**src/rtl/rf_pkg.sv**
```systemverilog
// Shared constants and helpers for the scoreboarded register file.
// Contents:
//   RF_DATA_W / RF_ADDR_W / RF_NUM_REGS : default geometry (32 x 32-bit, 5-bit addresses)
//   rf_addr_valid()                     : address legality check, used by both the data
//                                         array and the scoreboard so they always agree
package rf_pkg;

  localparam int unsigned RF_DATA_W   = 32;
  localparam int unsigned RF_ADDR_W   = 5;
  localparam int unsigned RF_NUM_REGS = 32;

  // An address is usable when it names an implemented register and is not the
  // hardwired zero register. Addresses are widened to 32 bits by the caller.
  function automatic logic rf_addr_valid(input logic [31:0] addr,
                                         input int unsigned num_regs,
                                         input bit          zero_reg);
    return (addr < num_regs) && !(zero_reg && (addr == 32'd0));
  endfunction

endpackage

```
**src/rtl/rf_scoreboard.sv**
```systemverilog
// Per-register pending (busy) tracker for long-latency producers.
// Ports:
//   clk, rst_n     : clock, async active-low reset
//   i_wr_en/addr   : writeback, clears the pending bit of a valid address
//   i_rsv_en/addr  : reservation, sets the pending bit of a valid address
//   i_flush        : clears every pending bit
//   o_pending      : pending vector, one bit per implemented register
//   o_pend_cnt     : registered popcount of o_pending
//   o_err_waw      : registered pulse, a reservation hit an already-pending register
module rf_scoreboard
  import rf_pkg::*;
#(
  parameter int unsigned ADDR_W   = RF_ADDR_W,
  parameter int unsigned NUM_REGS = RF_NUM_REGS,
  parameter bit          ZERO_REG = 1'b1
) (
  input  logic                clk,
  input  logic                rst_n,
  input  logic                i_wr_en,
  input  logic [ADDR_W-1:0]   i_wr_addr,
  input  logic                i_rsv_en,
  input  logic [ADDR_W-1:0]   i_rsv_addr,
  input  logic                i_flush,
  output logic [NUM_REGS-1:0] o_pending,
  output logic [ADDR_W:0]     o_pend_cnt,
  output logic                o_err_waw
);

  logic [NUM_REGS-1:0] r_pend;
  logic [NUM_REGS-1:0] w_pend_d;
  logic [ADDR_W:0]     r_cnt;
  logic [ADDR_W:0]     w_cnt_d;
  logic                r_err;
  logic                w_err_d;
  logic                w_wr_hit;
  logic                w_rsv_hit;
  logic                w_rsv_pend;

  assign w_wr_hit  = i_wr_en  && rf_addr_valid(32'(i_wr_addr), NUM_REGS, ZERO_REG);
  assign w_rsv_hit = i_rsv_en && rf_addr_valid(32'(i_rsv_addr), NUM_REGS, ZERO_REG);

  // Per bit: flush beats reserve, reserve beats write-clear.
  always_comb begin
    w_pend_d   = r_pend;
    w_rsv_pend = 1'b0;
    for (int i = 0; i < NUM_REGS; i++) begin
      if (w_rsv_hit && (i_rsv_addr == ADDR_W'(i))) w_rsv_pend = r_pend[i];
      if (w_wr_hit && (i_wr_addr == ADDR_W'(i)))   w_pend_d[i] = 1'b0;
      if (w_rsv_hit && (i_rsv_addr == ADDR_W'(i))) w_pend_d[i] = 1'b1;
    end
    if (i_flush) w_pend_d = '0;
  end

  // A same-edge writeback to the reserved register retires the old producer,
  // so that case is not a WAW conflict.
  assign w_err_d = w_rsv_hit && w_rsv_pend && !i_flush &&
                   !(w_wr_hit && (i_wr_addr == i_rsv_addr));

  always_comb begin
    w_cnt_d = '0;
    for (int i = 0; i < NUM_REGS; i++) begin
      w_cnt_d = w_cnt_d + {{ADDR_W{1'b0}}, w_pend_d[i]};
    end
  end

  always_ff @(posedge clk or negedge rst_n) begin
    if (!rst_n) begin
      r_pend <= '0;
      r_cnt  <= '0;
      r_err  <= 1'b0;
    end else begin
      r_pend <= w_pend_d;
      r_cnt  <= w_cnt_d;
      r_err  <= w_err_d;
    end
  end

  assign o_pending  = r_pend;
  assign o_pend_cnt = r_cnt;
  assign o_err_waw  = r_err;

endmodule

```
**src/rtl/reg_file_sb.sv**
```systemverilog
// Multi-read-port register file with an integrated pending-bit scoreboard.
// Ports:
//   clk, rst_n           : clock, async active-low reset
//   i_rd_addr / o_rd_data: NUM_RD packed read ports, combinational
//   o_rd_busy            : per read port, addressed register is pending
//   i_wr_en/addr/data    : writeback (updates data, retires reservation)
//   i_rsv_en/addr        : mark destination pending
//   i_flush              : clear all pending bits
//   o_pend_cnt           : registered count of pending registers
//   o_err_waw            : registered pulse on reserving an already-pending register
module reg_file_sb
  import rf_pkg::*;
#(
  parameter int unsigned DATA_W   = RF_DATA_W,
  parameter int unsigned ADDR_W   = RF_ADDR_W,
  parameter int unsigned NUM_REGS = RF_NUM_REGS,
  parameter int unsigned NUM_RD   = 2,
  parameter bit          ZERO_REG = 1'b1,
  parameter bit          BYPASS   = 1'b1
) (
  input  logic                     clk,
  input  logic                     rst_n,
  input  logic [NUM_RD*ADDR_W-1:0] i_rd_addr,
  output logic [NUM_RD*DATA_W-1:0] o_rd_data,
  output logic [NUM_RD-1:0]        o_rd_busy,
  input  logic                     i_wr_en,
  input  logic [ADDR_W-1:0]        i_wr_addr,
  input  logic [DATA_W-1:0]        i_wr_data,
  input  logic                     i_rsv_en,
  input  logic [ADDR_W-1:0]        i_rsv_addr,
  input  logic                     i_flush,
  output logic [ADDR_W:0]          o_pend_cnt,
  output logic                     o_err_waw
);

  logic [DATA_W-1:0]   r_mem [NUM_REGS];
  logic [NUM_REGS-1:0] w_pending;
  logic                w_wr_hit;
  logic [ADDR_W-1:0]   w_ra       [NUM_RD];
  logic [NUM_RD-1:0]   w_ra_valid;

  assign w_wr_hit = i_wr_en && rf_addr_valid(32'(i_wr_addr), NUM_REGS, ZERO_REG);

  rf_scoreboard #(
    .ADDR_W   (ADDR_W),
    .NUM_REGS (NUM_REGS),
    .ZERO_REG (ZERO_REG)
  ) u_scoreboard (
    .clk        (clk),
    .rst_n      (rst_n),
    .i_wr_en    (i_wr_en),
    .i_wr_addr  (i_wr_addr),
    .i_rsv_en   (i_rsv_en),
    .i_rsv_addr (i_rsv_addr),
    .i_flush    (i_flush),
    .o_pending  (w_pending),
    .o_pend_cnt (o_pend_cnt),
    .o_err_waw  (o_err_waw)
  );

  // Flush never touches data; the zero register is never written so it stays 0.
  always_ff @(posedge clk or negedge rst_n) begin
    if (!rst_n) begin
      for (int i = 0; i < NUM_REGS; i++) r_mem[i] <= '0;
    end else begin
      for (int i = 0; i < NUM_REGS; i++) begin
        if (w_wr_hit && (i_wr_addr == ADDR_W'(i))) r_mem[i] <= i_wr_data;
      end
    end
  end

  for (genvar k = 0; k < NUM_RD; k++) begin : g_rd_addr
    assign w_ra[k]       = i_rd_addr[k*ADDR_W +: ADDR_W];
    assign w_ra_valid[k] = rf_addr_valid(32'(w_ra[k]), NUM_REGS, ZERO_REG);
  end

  // Invalid addresses read as 0 / not busy. A same-cycle write wins over the
  // stored value and hides the pending bit it is about to clear.
  always_comb begin
    o_rd_data = '0;
    o_rd_busy = '0;
    for (int k = 0; k < NUM_RD; k++) begin
      if (w_ra_valid[k]) begin
        for (int i = 0; i < NUM_REGS; i++) begin
          if (w_ra[k] == ADDR_W'(i)) begin
            o_rd_data[k*DATA_W +: DATA_W] = r_mem[i];
            o_rd_busy[k]                  = w_pending[i];
          end
        end
        if (BYPASS && w_wr_hit && (i_wr_addr == w_ra[k])) begin
          o_rd_data[k*DATA_W +: DATA_W] = i_wr_data;
          o_rd_busy[k]                  = 1'b0;
        end
      end
    end
  end

endmodule

```
**config.mk**
```make
export PLATFORM = sky130hd
export DESIGN_NAME = reg_file_sb
export DESIGN_NICKNAME = d
export VERILOG_FILES = /design/src/rtl/rf_pkg.sv /design/src/rtl/rf_scoreboard.sv /design/src/rtl/reg_file_sb.sv
export SDC_FILE = /design/constraint.sdc
export NUM_CORES = 2
export LEC_CHECK = 0
export ABC_AREA = 1
export CORE_UTILIZATION = 45
export DETAILED_ROUTE_END_ITERATION = 6
export GPL_TIMING_DRIVEN = 0
export PLACE_DENSITY_LB_ADDON = 0.15
export SYNTH_ARGS = -nofsm -noshare
export SYNTH_HDL_FRONTEND = slang
export SYNTH_SLANG_ARGS = --single-unit
```
**constraint.sdc**
```tcl
create_clock -name clk -period 6.3 [get_ports clk]
set_input_delay 0.63 -clock clk [delete_from_list [all_inputs] [get_ports clk]]
set_output_delay 0.63 -clock clk [all_outputs]
set_load 0.02 [all_outputs]
```
==> impl_metrics.tcl <==
set metrics [dict create \
    root_buffer "clkbuf_16" \
    slew_viol_final 106 \
    fp.dieArea_um2 125000 \
    outcome "finished, violations left" \
    portBuffers 120 \
    yosys.area_share.simple 0.311 \
    wl_um 309000 \
    synth_area_um2 55800 \
    path_cells "clkdlybuf4s15_2 -> nor2_2 -> nand3_4 -> inv_2 -> buf_6 -> nand2_1 -> o21ai_0 -> nor2_1 -> nand4_1 -> nand2_2 -> nand4_1 -> nor2_1 -> nand4_1 -> nor2_2 -> nand4_1 -> nor2_1 -> nand4_1 -> nor2_1 -> nand3_1 -> nand2_1 -> nand4_1 -> nand2_1 -> a21oi_1 -> clkdlybuf4s50_1" \
    slew_headroom -0.0794 \
    layout-drive-gt1-share 0.0662 \
    critPathBufInv 4 \
    yosysSeqAreaShare 0.463 \
    cpMaxStageDelayCell "clkdlybuf4s50_1" \
    drtAntennaViolNets 0 \
    grt_max_degree 158 \
    start_util 0.456 \
    rsz0062_at_grt "yes" \
    critical_path_class "input pin to output pin" \
    synth_cell_type_count 39 \
    clock-skew-final_ns 0.0370 \
    tightest_slew_ns 1.62 \
    violations "capacitance limit, slew limit, setup timing" \
    antenna_found_initial 32 \
    dp.cells 9695 \
    synthXorXnorAreaFrac 0.00251 \
    final.period_utilization 1.04 \
    worst_slack_ns -0.226 \
    synth_edf_count 0 \
    die_h_um 354 \
    rr_startpoint "u_scoreboard.o_pending[14]" \
    cp-end-kind "output pin" \
    synthArstFlopShare 1.00 \
    r2r-end "u_scoreboard.o_pend_cnt[2]" \
    r2r_slack_ns 1.00 \
    core_um2 122000 \
    final_common_cell "nand2_1" \
    grt-ovfl-total 0 \
    syn_inst 7940 \
    ys_ff_latch 1031 \
    cts_sinks 1031 \
    yosys_warnings 0 \
    p_per_area_nw_per_um2 309 \
    fin_util 0.522 \
    synth_top_family_by_area "simple AND/OR/NAND/NOR gates" \
    p_leak_nw 28.9 \
    clk_pin_slew_ns 0.06 \
    first_pass_iters 6 \
    cts.htree.levels 3 \
    num_vias 60400 \
    track_usage 0.486 \
    final_cells 9913 \
    wl_per_cell_um 31.2 \
    cts_buffers 120 \
    place.gp.congestion 1.06 \
    rows 128 \
    syn_to_final_growth_pct 14.6 \
    hold_path.class "input pin to async pin" \
    setup_viol 28 \
    final_nets 8274 \
    num-fill-cells 12400 \
    synthAdderAreaFrac 0.0104 \
    multiInputGateArea_um2 25600 \
    io_pins 130 \
    synth_top_flop_cell "dfrtp_1" \
    synth_nets 8029 \
    vias_per_cell 6.09 \
    synth_compound_area_frac 0.127 \
    clockBufferDepth 3 \
    seqCellArea_um2 25800 \
    die_x_um 354 \
    synth_mux_area_frac 0 \
    path_max_fanout 10 \
    insertion_delay_ns 0.78 \
    pre_cts_slack_ns -1.65 \
    cp_data_arrival_time_ns 5.90 \
    grt_pass1_wl_um 427000 \
    max_freq_mhz 153 \
    dpl.hpwl_um 231000 \
    first_iter_violations 10000 \
    maxCapViolCount 11 \
    start_kind "input pin" \
    avgSynthCellArea_um2 7.02 \
    first_global_vias 55300 \
    cp.required_ns 5.67 \
    mostFrequentLayoutCells "2791 x nand2_1, 1108 x o21ai_0, 1031 x dfrtp_1" \
    peakVddDrop_v 0.000250 \
    drc_errors 0 \
    min_period_ns 6.53 \
    slowest_delay_ns 0.59 \
    cts_tree "built" \
    crit_top_cell "nand4_1" \
    ff2ff_path_depth 15 \
    hold_viol_final 0 \
    critPathTopFamily "simple AND/OR/NAND/NOR gates" \
]
==> cells in the mapped netlist (24+ instances only) <==
master    number  share of area
dfrtp_1     1031           0.46
buf_2         28         0.0025
nand3_1      157          0.014
nand4_1      368          0.041
fa_1          24         0.0086
nand2_1     2826           0.19
or2_2         85         0.0095
inv_1        714          0.048
nor2_1       690          0.046
o21ai_0     1108          0.099
clkbuf_1     479          0.032
o21a_1        31         0.0042
a21oi_1      211          0.019
==> power breakdown <==
group	switching, mW	internal (mW)	leakage [nW]	total [mW]
clock	3.15	4.15	1.96	7.30
combinational	2.56	1.05	13.6	3.61
sequential	0.962	7.85	13.3	8.81
total	6.67	13.0	28.9	19.7
==> worst max-delay path by stage <==
stage                             from                    endpoint  slack [ns]  cells after the start
after floorplan           i_wr_addr[2]  u_scoreboard.o_pend_cnt[4]        0.02                     26
after global placement           rst_n                  r_mem[344]      -44.88                      1
after detailed placement  i_wr_addr[2]  u_scoreboard.o_pend_cnt[4]       -1.65                     26
after CTS                 i_wr_addr[0]  u_scoreboard.o_pend_cnt[4]      0.0002                     25
after global routing      i_wr_addr[3]  u_scoreboard.o_pend_cnt[4]       -0.03                     25
final                     i_rd_addr[3]               o_rd_data[27]       -0.23                     24
==> routing by layer <==
| layer | share of wire | GRT usage |
|---|---|---|
| met2 | 0.42 | 0.702 |
| met4 | 0.088 | 0.352 |
| met5 | 0.00021 | 0 |
| met3 | 0.13 | 0.135 |
| met1 | 0.37 | 0.626 |
==> registers in the layout, summed over array words and instances, names as in the netlist <==
register and cells:
r_mem 992, u_scoreboard.o_err_waw 1, u_scoreboard.o_pend_cnt 6, u_scoreboard.o_pending 32
==> worst register-to-register path: cells and delay by family (launching register included) <==
family / cells / cell delay (ns)
compound gates: 1 / 0.35
xor+xnor: 1 / 0.47
flops: 1 / 0.37
buf+inv: 4 / 0.26
fa+ha+maj: 8 / 3.60
simple gates: 1 / 0.10
==> area by class of cell <==
cell class | count | share of cell area
buffer | 527 | 0.0336
clock buffer | 174 | 0.0546
timing repair buffer | 132 | 0.0233
antenna | 12 | 0.000470
inverter | 740 | 0.0435
tap | 1625 | 0.0318
multi-input combinational | 5633 | 0.401
clock inverter | 39 | 0.00777
sequential | 1031 | 0.404
==> timing repair <==
item                       CTS  global route
setup buffers                0             1
gates resized for setup    114           168
hold buffers                 1             0
setup endpoints to repair   67            49
pin swaps                   19            49
hold endpoints to repair    59             0
==> stage by stage <==
stage          area, µm²  hold WS (ns)  power [mW]  setup TNS, ns
3_3_place_gp       59000         0.465        12.2              -
4_1_cts            63500         0.393        19.4              0
5_1_grt            63900         0.419        20.3         -0.103
3_5_place_dp       59300         0.472        12.3         -41.39
6_report           63900         0.383        19.7          -3.00
2_1_floorplan      55800         0.334        10.4              0
==> logic make-up (layout without fill, tap and decap cells) <==
family	count (synthesis)	in the layout
flip-flops	1031	1031
AO/OA/AOI/OAI	1387	1387
adder cells (fa/ha/maj)	32	32
other	0	12
XOR/XNOR	16	16
AND/OR/NAND/NOR	4198	4198
buffers and inverters	1276	1612
Note: power is estimated with default switching activity, not from simulation.
